[config.mk]
export PLATFORM = sky130hd
export DESIGN_NAME = regfile_access_arbiter
export DESIGN_NICKNAME = d
export VERILOG_FILES = /design/src/rtl/regfile_arb_pkg.sv /design/src/rtl/rr_arbiter_2.sv /design/src/rtl/regfile_access_arbiter.sv
export SDC_FILE = /design/constraint.sdc
export NUM_CORES = 1
export LEC_CHECK = 0
export ABC_AREA = 1
export BUFFER_PORTS_ARGS = -buffer_cell sky130_fd_sc_hd__buf_2
export CAP_MARGIN = 10
export CORE_MARGIN = 3
export CORE_UTILIZATION = 47
export DETAILED_ROUTE_END_ITERATION = 16
export GPL_TIMING_DRIVEN = 0
export PLACE_DENSITY = 0.91
export SLEW_MARGIN = 0
export SYNTH_ARGS = -nofsm -noshare
export SYNTH_HDL_FRONTEND = slang
export SYNTH_SLANG_ARGS = --single-unit
[constraint.sdc]
create_clock -name in_clk -period 2.35 [get_ports in_clk]
set_clock_uncertainty 0.1 [all_clocks]
set_input_delay 0.47 -clock in_clk [delete_from_list [all_inputs] [get_ports in_clk]]
set_output_delay 0.47 -clock in_clk [all_outputs]
set_load 0.1 [all_outputs]
[src/rtl/regfile_arb_pkg.sv]
// Shared encodings and defaults for the register-file access arbiter.
package regfile_arb_pkg;

  localparam logic ST_IDLE  = 1'b0;
  localparam logic ST_SWEEP = 1'b1;

  localparam int unsigned PORT_CTRL = 0;
  localparam int unsigned PORT_DBG  = 1;

  localparam int unsigned DEF_DATA_W = 32;
  localparam int unsigned DEF_ADDR_W = 4;

  typedef enum logic {
    StIdle  = ST_IDLE,
    StSweep = ST_SWEEP
  } state_e;

endpackage

[src/rtl/rr_arbiter_2.sv]
// Two-way arbiter with a one-hot grant.
// Round-robin by default; REGFILE_ARB_FIXED_PRIORITY_EN makes port 0 always win.
module rr_arbiter_2 (
  input  logic       in_clk,
  input  logic       in_clr,
  input  logic [1:0] in_req,
  output logic [1:0] out_gnt
);

`ifdef REGFILE_ARB_FIXED_PRIORITY_EN
  logic unused_clk_clr;
  assign unused_clk_clr = in_clk ^ in_clr;

  always_comb begin
    out_gnt = 2'b00;
    if (in_req[0]) begin
      out_gnt = 2'b01;
    end else if (in_req[1]) begin
      out_gnt = 2'b10;
    end
  end
`else
  // ptr_q names the port that wins the next contention.
  logic ptr_q, ptr_d;

  always_comb begin
    out_gnt = 2'b00;
    ptr_d   = ptr_q;
    case (in_req)
      2'b01:   out_gnt = 2'b01;
      2'b10:   out_gnt = 2'b10;
      2'b11:   out_gnt = ptr_q ? 2'b10 : 2'b01;
      default: out_gnt = 2'b00;
    endcase
    if (|out_gnt) begin
      ptr_d = out_gnt[0];
    end
  end

  always_ff @(posedge in_clk) begin
    if (in_clr) begin
      ptr_q <= 1'b0;
    end else begin
      ptr_q <= ptr_d;
    end
  end
`endif

endmodule

[src/rtl/regfile_access_arbiter.sv]
// Shares a single-read/single-write register file between two requesters and runs a clear sweep.
// Build option: REGFILE_ARB_FIXED_PRIORITY_EN selects fixed priority for port 0.
module regfile_access_arbiter
  import regfile_arb_pkg::*;
#(
  parameter int unsigned         DATA_W      = DEF_DATA_W,
  parameter int unsigned         ADDR_W      = DEF_ADDR_W,
  parameter int unsigned         NUM_REGS    = 16,
  parameter logic [DATA_W-1:0]   SWEEP_VALUE = '0
) (
  input  logic              in_clk,
  input  logic              in_clr,
  input  logic              in_req0,
  input  logic              in_req1,
  input  logic              in_we0,
  input  logic              in_we1,
  input  logic [ADDR_W-1:0] in_addr0,
  input  logic [ADDR_W-1:0] in_addr1,
  input  logic [DATA_W-1:0] in_wdata0,
  input  logic [DATA_W-1:0] in_wdata1,
  output logic              out_gnt0,
  output logic              out_gnt1,
  output logic              out_rvalid0,
  output logic              out_rvalid1,
  output logic [DATA_W-1:0] out_rdata0,
  output logic [DATA_W-1:0] out_rdata1,
  input  logic              in_sweep_start,
  output logic              out_busy,
  output logic [ADDR_W-1:0] out_Aselect,
  output logic [ADDR_W-1:0] out_Cselect,
  output logic [DATA_W-1:0] out_Cdata,
  output logic              out_write,
  input  logic [DATA_W-1:0] in_Adata
);

  state_e            state_q, state_d;
  logic [ADDR_W-1:0] count_q, count_d;
  logic [1:0]        arb_req, gnt;
  logic              rvalid0_q, rvalid1_q;
  logic [DATA_W-1:0] rdata0_q, rdata1_q;

  // A sweep start or a reset beats any request in the same cycle.
  assign arb_req = (state_q == StIdle && !in_sweep_start && !in_clr) ?
                   {in_req1, in_req0} : 2'b00;

  rr_arbiter_2 u_arb (
    .in_clk  (in_clk),
    .in_clr  (in_clr),
    .in_req  (arb_req),
    .out_gnt (gnt)
  );

  assign out_gnt0    = gnt[PORT_CTRL];
  assign out_gnt1    = gnt[PORT_DBG];
  assign out_rvalid0 = rvalid0_q;
  assign out_rvalid1 = rvalid1_q;
  assign out_rdata0  = rdata0_q;
  assign out_rdata1  = rdata1_q;

  always_comb begin
    state_d     = state_q;
    count_d     = count_q;
    out_busy    = 1'b0;
    out_write   = 1'b0;
    out_Aselect = '0;
    out_Cselect = '0;
    out_Cdata   = '0;
    if (!in_clr) begin
      case (state_q)
        StIdle: begin
          if (in_sweep_start) begin
            state_d = StSweep;
            count_d = '0;
          end else if (gnt[PORT_CTRL]) begin
            out_Aselect = in_addr0;
            out_Cselect = in_addr0;
            out_Cdata   = in_wdata0;
            out_write   = in_we0;
          end else if (gnt[PORT_DBG]) begin
            out_Aselect = in_addr1;
            out_Cselect = in_addr1;
            out_Cdata   = in_wdata1;
            out_write   = in_we1;
          end
        end
        StSweep: begin
          out_busy    = 1'b1;
          out_write   = 1'b1;
          out_Cselect = count_q;
          out_Cdata   = SWEEP_VALUE;
          count_d     = count_q + 1'b1;
          if (count_q == ADDR_W'(NUM_REGS - 1)) begin
            state_d = StIdle;
            count_d = '0;
          end
        end
        default: state_d = StIdle;
      endcase
    end
  end

  always_ff @(posedge in_clk) begin
    if (in_clr) begin
      state_q   <= StIdle;
      count_q   <= '0;
      rvalid0_q <= 1'b0;
      rvalid1_q <= 1'b0;
      rdata0_q  <= '0;
      rdata1_q  <= '0;
    end else begin
      state_q   <= state_d;
      count_q   <= count_d;
      rvalid0_q <= gnt[PORT_CTRL] & ~in_we0;
      rvalid1_q <= gnt[PORT_DBG] & ~in_we1;
      if (gnt[PORT_CTRL] && !in_we0) begin
        rdata0_q <= in_Adata;
      end
      if (gnt[PORT_DBG] && !in_we1) begin
        rdata1_q <= in_Adata;
      end
    end
  end

endmodule

* Yosys cells after proc, flatten, opt, wreduce, memory -nomap -nowiden
Cells that the tools add are included.
** Word-level totals
- Register bits :: 72
- Input port bits :: 111
- Output and inout port bits :: 110
- Word-level logic and storage cells :: 55
** Operators by class
- Add/sub/neg operators :: 1
- Equality and inequality tests :: 5
- Mux-type cells :: 28
- Bitwise logic cells :: 5
- Reduce and logical (&&, ||, !) cells :: 9
** Operators by type and width (count)
- $mux 32 :: 4
- $pmux 32 s2 :: 1
- $mux 4 :: 8
- $pmux 4 s2 :: 2
- $mux 1 :: 8
- $pmux 2 s3 :: 1
- $add 4x1->4 const B :: 1
- $eq 2x2->1 const B :: 2
- $eq 4x4->1 const B :: 1
- $logic_and 1x1->1 :: 4
- $logic_not 1->1 :: 4
- $mux 2 :: 2
- $pmux 1 s2 :: 2
- $not 1->1 :: 3
- $and 1x1->1 :: 2
- $eq 2x1->1 const B :: 1
- $ne 2x2->1 const B :: 1
- $reduce_or 2->1 :: 1

* Logic depth before layout (Yosys ltp)
Gate-level depths: netlist of the first run.
- Depth in word-level cells :: 11
- Gate-level depth with buffers :: 8
- Depth with buffers taken out :: 7

* By module
From an unflattened synthesis of the first run, not the netlist that was laid out.
** Second synthesis, totals
- Cells, all modules :: 472
- Area, all modules :: 3316.9 um^2
** By module, submodules not included
- regfile_access_arbiter :: times used 1, cells an instance 463, area an instance 3263.1 um^2, sequential area each 1421.4 um^2
- rr_arbiter_2 :: times used 1, cells an instance 9, area an instance 53.8 um^2, sequential area each 20.0 um^2

* Worst setup path before layout of the first run
OpenSTA, ideal clock, no wires.
- Path type :: input to output
- Start point :: input port in_clr
- End point :: output port out_Cselect[0]
- Arrival :: 3618 ps
- Data required time :: 1780 ps
- Slack :: -1838 ps
- Stages on the path :: 3
- Path buffers :: 0
- Cell sequence :: nor2_1 > inv_1 > o211ai_1
** Between the ends
- Cells in the longest elaborated chain, start to end :: 10
- Elaborated cells on any way between the ends :: 12
- Those cells by class :: 3 x eq/ne; 7 x mux; 2 x reduce/logical
** RTL lines
- from (decl) :: RTL line regfile_access_arbiter.sv:12 : input logic in_clr,
- $logic_not 1->1
- $logic_and 1x1->1 :: RTL line regfile_access_arbiter.sv:43 : assign arb_req = (state_q == StIdle && !in_sweep_start && !in_clr) ?
- $mux 2 :: RTL line regfile_access_arbiter.sv:43
- $eq 2x2->1 / $eq 2x1->1 (equally long branches) :: RTL line rr_arbiter_2.sv:29 : case (in_req)
- $pmux 2 s3 :: RTL line rr_arbiter_2.sv:29
- $mux 4 :: RTL line regfile_access_arbiter.sv:79 : end else if (gnt[PORT_DBG]) begin
- $mux 4 :: RTL line regfile_access_arbiter.sv:74 : end else if (gnt[PORT_CTRL]) begin
- $mux 4 :: RTL line regfile_access_arbiter.sv:71 : if (in_sweep_start) begin
- $pmux 4 s2 :: RTL line regfile_access_arbiter.sv:69 : case (state_q)
- $mux 4 * :: RTL line regfile_access_arbiter.sv:68 : if (!in_clr) begin
- to (decl) :: RTL line regfile_access_arbiter.sv:30 : output logic [ADDR_W-1:0] out_Cselect,
Every way passes the cells marked *; elsewhere a longest branch is shown, timed or not.

* Final worst setup path of the first run
- Start point :: register state_q
- End point :: output port out_Cdata[27]
** Between the ends
- Cells in the longest elaborated chain, start to end :: 11
- Elaborated cells on any way between the ends :: 13
- Those cells by class :: 3 x eq/ne; 7 x mux; 1 x bitwise; 2 x reduce/logical
** RTL lines
- from (decl) :: RTL line regfile_access_arbiter.sv:36 : state_e state_q, state_d;
- from (signal assigned) :: RTL line regfile_access_arbiter.sv:104 : state_q <= StIdle;
- from (signal assigned) :: RTL line regfile_access_arbiter.sv:111 : state_q <= state_d;
- $not 1->1
- $logic_and 1x1->1 (2 in a row) :: RTL line regfile_access_arbiter.sv:43
- $mux 2 :: RTL line regfile_access_arbiter.sv:43
- $eq 2x2->1 / $eq 2x1->1 (equally long branches) :: RTL line rr_arbiter_2.sv:29
- $pmux 2 s3 :: RTL line rr_arbiter_2.sv:29
- $mux 32 :: RTL line regfile_access_arbiter.sv:79
- $mux 32 :: RTL line regfile_access_arbiter.sv:74
- $mux 32 :: RTL line regfile_access_arbiter.sv:71
- $pmux 32 s2 * :: RTL line regfile_access_arbiter.sv:69
- $mux 32 * :: RTL line regfile_access_arbiter.sv:68
- to (decl) :: RTL line regfile_access_arbiter.sv:31 : output logic [DATA_W-1:0] out_Cdata,
Marked as above.

==> impl_metrics.toml, run 1 <==
[status]
run_status = "finished, violations left"
violations = "negative setup slack"

[placement]
dp.cells = 905
dp_hpwl_um = 10000
gp_congestion = 0.8490
port_buffers = 220

[yosys]
ys_types = 22
syn-num-nets = 698
netlist_instances = 586
synth_compound_area_share_pct = 6.314
synth_area_um2 = 3686
muxShareOfSynthArea_pct = 0
synthDominantCellAreaShare_pct = 39.10
synth_simple_gate_area_share_pct = 36.76
synth_top_family_by_area = "simple AND/OR/NAND/NOR gates"
synth_top_area_cell = "dfxtp_1"
ys_seq_area_share_pct = 39.10
synth-xor-area-share_pct = 0
ys_top_cells_by_area = "dfxtp_1 39%, nand2_1 18%, inv_1 11%, nor2_1 10%, nand4_1 5.6%"
yosysWarnings = 0
syn_area_per_cell_um2 = 6.290
ys_seq_elements = 72
yosys.area_share.adder_pct = 0.3394

[pwr]
p_per_area_nw_per_um2 = 585.5
leakage_nw = 3.264
total_power_mw = 3.568
vdd.ir_drop.worst_uv = 460.8

[clock_network]
clock-sinks = 72
clock_latency_ps = 340
ctsHoldBuffers = 0
clk_path_buf_depth = 2
cts_root_buffer = "clkbuf_8"
cts_buffers = 9
htreeDepth = 3
clkTransAtPathRegs_ps = 70
cts_tree = "yes"

[cells_and_area]
drive_gt1_share_pct = 41.64
final.fill_count = 452
final_cell_mix = "181 x buf_2, 119 x nand2_1, 104 x inv_1"
fin_cells = 930
nNetsFinal = 938
area_growth_pct = 65.34
layout_commonest_cell = "buf_2"
diodes = 0

[global_route]
antenna_found_initial = 0
grt_remaining_overflow = 0
grt_max_degree = 13
grt_pass1_wl_um = 20840
track_usage_pct = 29.60
grt_pass1_vias = 4397

[critical_path]
timing.critical_path.arrival_ps = 1810
r2r_slack_ps = 540
startpoint_type = "register"
critical_path_class = "reg -> out"
cp.required_ps = 1780
r2r-start = "state_q$_SDFF_PP0_"
endpoint_kind = "primary output"
cp_max_fo = 6
startpoint = "state_q$_SDFF_PP0_"

[flow_run]
max_cap_viol_count = 0

[timing]
period_share_pct = 101.3
timing.fmax_ghz = 0.4199
setup_slack_ps = -31.54
hold_ws_ps = 285.0
slew_headroom_pct = 65.77
fin_crit_ps = 2382
tightestPinTransition_ps = 517.0
rsz0062_at_grt = "yes"
hold_viol_final = 0
final_max_slew_viol_count = 0
finalSetupViolCount = 2

[hold_path]
holdCritStartpoint = "in_clr"
hold_path_class = "in -> reg"

[floorplan]
rows = 31
design.core.area_um2 = 7447
die_area_um2 = 8942
ioPinCount = 221
initial_core_util_pct = 49.50
die_x_um = 94.56
die_y_um = 94.56

[drt]
drtIter0Drc = 316
routed_wl_um = 16030
via_per_inst = 5.220
first_pass_iters = 5
wl_per_cell_um = 17.23
drc = 0
dr_total_vias = 4855
drtAntennaViolNets = 0
## cells in the mapped netlist
cell type and n:
buf_6 10, buf_4 5, nor2_4 3, nand3_1 6
inv_1 106, inv_2 2, buf_1 2, ha_1 1
nand4_1 33, nor2_1 102, nand2_1 179, clkbuf_1 7
nand3_4 1, o21ai_0 37, o211ai_1 4, a21oi_1 2
a211oi_1 1, clkinv_2 1, buf_2 7, nand2_2 2
clkbuf_2 3, dfxtp_1 72
## where the power goes
part / switching (mW) / internal [mW] / total (mW)
logic: 0.766 / 0.296 / 1.06
registers: 0.0207 / 1.25 / 1.28
clock network: 0.470 / 0.762 / 1.23
total: 1.26 / 2.31 / 3.57
## state kept, by name, summed over array words and instances, names as in the netlist
| register | flops |
|---|---|
| state_q | 1 |
| u_arb.ptr_q | 1 |
| out_rvalid1 | 1 |
| out_rvalid0 | 1 |
| out_rdata0 | 32 |
| out_rdata1 | 32 |
| count_q | 4 |
## cell type report
cell class	instances	area (um^2)	area share, %
Multi-Input combinational cell	371	1863	30.57
Timing Repair Buffer	229	1699	27.88
Sequential cell	72	1445	23.71
Inverter	109	422.9	6.939
Buffer	33	279.0	4.578
Clock buffer	11	151.4	2.484
Tap cell	99	123.9	2.032
Clock inverter	5	102.6	1.683
Timing Repair inverter	1	7.507	0.1232
## logic make-up (layout without fill, tap and decap cells)
group	after synthesis	count (layout)
and+or+nand+nor	326	326
buffers and inverters	143	388
DFF	72	72
AOI/OAI and AO/OA	44	44
adders and majority gates	1	1
## through the flow
| step | utilization, % | cell area [um^2] | setup TNS, ps | setup slack [ps] |
|---|---|---|---|---|
| 2_1_floorplan | - | 3834 | -3030 | -798.5 |
| 4_1_cts | 77.86 | 5798 | -34.60 | -20.38 |
| 3_3_place_gp | 67.93 | 5059 | -4836 | -178.6 |
| 6_report | 81.84 | 6095 | -35.11 | -31.54 |
| 3_5_place_dp | 67.93 | 5059 | -5170 | -183.0 |
| 5_1_grt | 81.84 | 6095 | -1062 | -194.3 |
## path summary, 6_finish.rpt
path / end / cells past startpoint
hold / removal: state_q$_SDFF_PP0_ / 2
setup reg to reg: out_rdata1[28]$_SDFFE_PP0P_ / 10
hold reg to reg: state_q$_SDFF_PP0_ / 1
setup / recovery: out_Cdata[27] / 9
## what timing repair did
action | in CTS | in global routing
pin swaps | 2 | 14
setup endpoints to repair | 42 | 42
buffers inserted | 3 | 3
gates cloned | 0 | 4
gates resized for setup | 130 | 72
## critical path, cell delays in order, from the launching register on
cell,delay [ps]
dfxtp_4,360
nor2_4,140
nand2_4,90
nor2_4,150
nand2_4,110
clkinv_8,90
buf_6,140
nand2_2,120
nand2_4,100
buf_12,170
## layer usage
layer  wire, um  vias to the layer above  part of all wire, %  GRT usage [%]
li1           -                     2235                    -              -
met1       5417                     2225                   34          27.65
met2       7818                      306                   49          56.26
met3       1746                       89                   11          10.04
met4       1044                        0                  6.5          15.63
met5          0                        -                    0              0
Power figures use the tool's default switching activity.
==> run 2, diff against run 1 <==
--- a/config.mk
+++ b/config.mk
@@ -9,10 +9,10 @@
 export BUFFER_PORTS_ARGS = -buffer_cell sky130_fd_sc_hd__buf_2
 export CAP_MARGIN = 10
 export CORE_MARGIN = 3
-export CORE_UTILIZATION = 47
+export CORE_UTILIZATION = 30
 export DETAILED_ROUTE_END_ITERATION = 16
 export GPL_TIMING_DRIVEN = 0
-export PLACE_DENSITY = 0.91
+export PLACE_DENSITY = 0.64
 export SLEW_MARGIN = 0
 export SYNTH_ARGS = -nofsm -noshare
 export SYNTH_HDL_FRONTEND = slang
==> run 2 against run 1 <==
  * The run now ends clean
  * Sequential cell count unchanged
  * Die area up 53%
  * Register-to-register slack better by 40 ps
  * Critical path depth down 2
  * Utilization down 30 points
  * Sequential share of layout area unchanged
  * Hold slack better by 17 ps
  * Global-route usage down 10 points
  * Largest cell class unchanged
  * Largest power group is now clock
==> impl_metrics.toml, run 2 (synthesized netlist as in run 1, its figures left out) <==
[clock_network]
clkTransAtPathRegs_ps = 60
cts_root_buffer = "clkbuf_16"
htreeDepth = 3
ctsHoldBuffers = 0
clk_path_buf_depth = 2
clock_latency_ps = 330
cts_buffers = 9
cts_tree = "yes"
clock-sinks = 72

[timing]
setup_slack_ps = 57.27
final_max_slew_viol_count = 0
rsz0062_at_grt = "yes"
period_share_pct = 97.56
slew_headroom_pct = 65.42
tightestPinTransition_ps = 522.3
hold_viol_final = 0
fin_crit_ps = 2293
timing.fmax_ghz = 0.4362
finalSetupViolCount = 0

[global_route]
grt_pass1_vias = 4085
grt_remaining_overflow = 0
grt_max_degree = 13
track_usage_pct = 19.51
grt_pass1_wl_um = 20450
antenna_found_initial = 1

[drt]
routed_wl_um = 14030
first_pass_iters = 4
drtIter0Drc = 213
drc = 0
via_per_inst = 4.401
dr_total_vias = 4287
drtAntennaViolNets = 0
wl_per_cell_um = 14.41

[flow_run]
max_cap_viol_count = 0

[floorplan]
die_y_um = 116.8
die_x_um = 116.8
design.core.area_um2 = 11710
die_area_um2 = 13650
initial_core_util_pct = 31.47
ioPinCount = 221
rows = 39

[critical_path]
worstRegToRegCells = 10
cp_max_fo = 5
timing.critical_path.arrival_ps = 1720
critical_path_class = "reg -> out"
startpoint_type = "register"
endpoint_kind = "primary output"
cp.required_ps = 1780

[pwr]
leakage_nw = 3.234
p_per_area_nw_per_um2 = 618.1
vdd.ir_drop.worst_uv = 366.3
total_power_mw = 3.767

[cells_and_area]
layout_commonest_cell = "buf_2"
final.fill_count = 1157
drive_gt1_share_pct = 39.04
final_cell_mix = "180 x buf_2, 139 x nand2_1, 104 x inv_1"
nNetsFinal = 937
area_growth_pct = 65.34

[hold_path]
whs_path_depth = 2
hold_path_class = "in -> reg"

[status]
run_status = "finished, final reports clean"

[placement]
gp_congestion = 0.8348
place_ws_ps = -391.3
dp_hpwl_um = 10770
port_buffers = 220
==> run 2: cell count changes in the layout (fill, tap and decap cells not counted), sizes merged <==
cell | previous run | this run
clkbuf | 22 | 23
diode | 0 | 1
bufinv | 3 | 2
buf | 251 | 250
==> run 2: layer usage <==
layer	part of all wire (%)	vias up	GRT usage (%)
met5	0.050	-	0
met4	2.1	2	6.575
met3	8.9	20	6.478
met2	52	159	36.86
met1	37	1875	20.06
li1	-	2231	-
==> run 2: area by class of cell <==
type / instances / area (um^2) / area share, %
Multi-Input combinational cell: 371 / 1803 / 29.58
Timing Repair Buffer: 229 / 1653 / 27.12
Sequential cell: 72 / 1445 / 23.71
Inverter: 109 / 415.4 / 6.816
Buffer: 33 / 274.0 / 4.496
Clock buffer: 11 / 242.7 / 3.983
Tap cell: 143 / 178.9 / 2.936
Clock inverter: 5 / 80.08 / 1.314
Antenna cell: 1 / 2.502 / 0.04106
==> run 2: path summary, 6_finish.rpt <==
kind / start / end / slack [ps]
setup / recovery: state_q$_SDFF_PP0_ / out_write / 60
hold / removal: in_clr / state_q$_SDFF_PP0_ / 300
setup reg to reg: state_q$_SDFF_PP0_ / out_rdata1[6]$_SDFFE_PP0P_ / 580
hold reg to reg: count_q[3]$_SDFFE_PP0P_ / count_q[3]$_SDFFE_PP0P_ / 370
==> run 2: stage by stage <==
stage	setup TNS (ps)	instances	area [um^2]	hold slack, ps	util (%)
floorplan	-3030	586	3834	336.8	-
global placement	-7759	949	5114	352.7	43.66
detailed placement	-7095	949	5114	358.6	43.66
CTS	-40.28	967	5913	286.5	50.49
global route	-727.2	973	6092	298.2	52.02
finish	0	974	6095	302.4	52.04
==> run 2: power breakdown <==
part	total, mW	leakage (nW)	switching (mW)	internal (mW)
clock	1.47	0.152	0.513	0.956
combinational	1.02	2.50	0.735	0.287
sequential	1.28	0.584	0.0187	1.26
==> run 2: critical path, cell delays in order, from the launching register on <==
cell and delay [ps]:
dfxtp_4 350, nor2_4 140, nand2_4 90, nor2_4 160, buf_6 150, inv_2 40, o211ai_1 190, buf_6 260
==> run 2: what timing repair did <==
item / CTS / global route
gates resized for setup: 130 / 37
endpoints found under the setup margin: 42 / 39
pin swaps: 5 / 16
buffers inserted: 3 / 5
cloned: 0 / 1
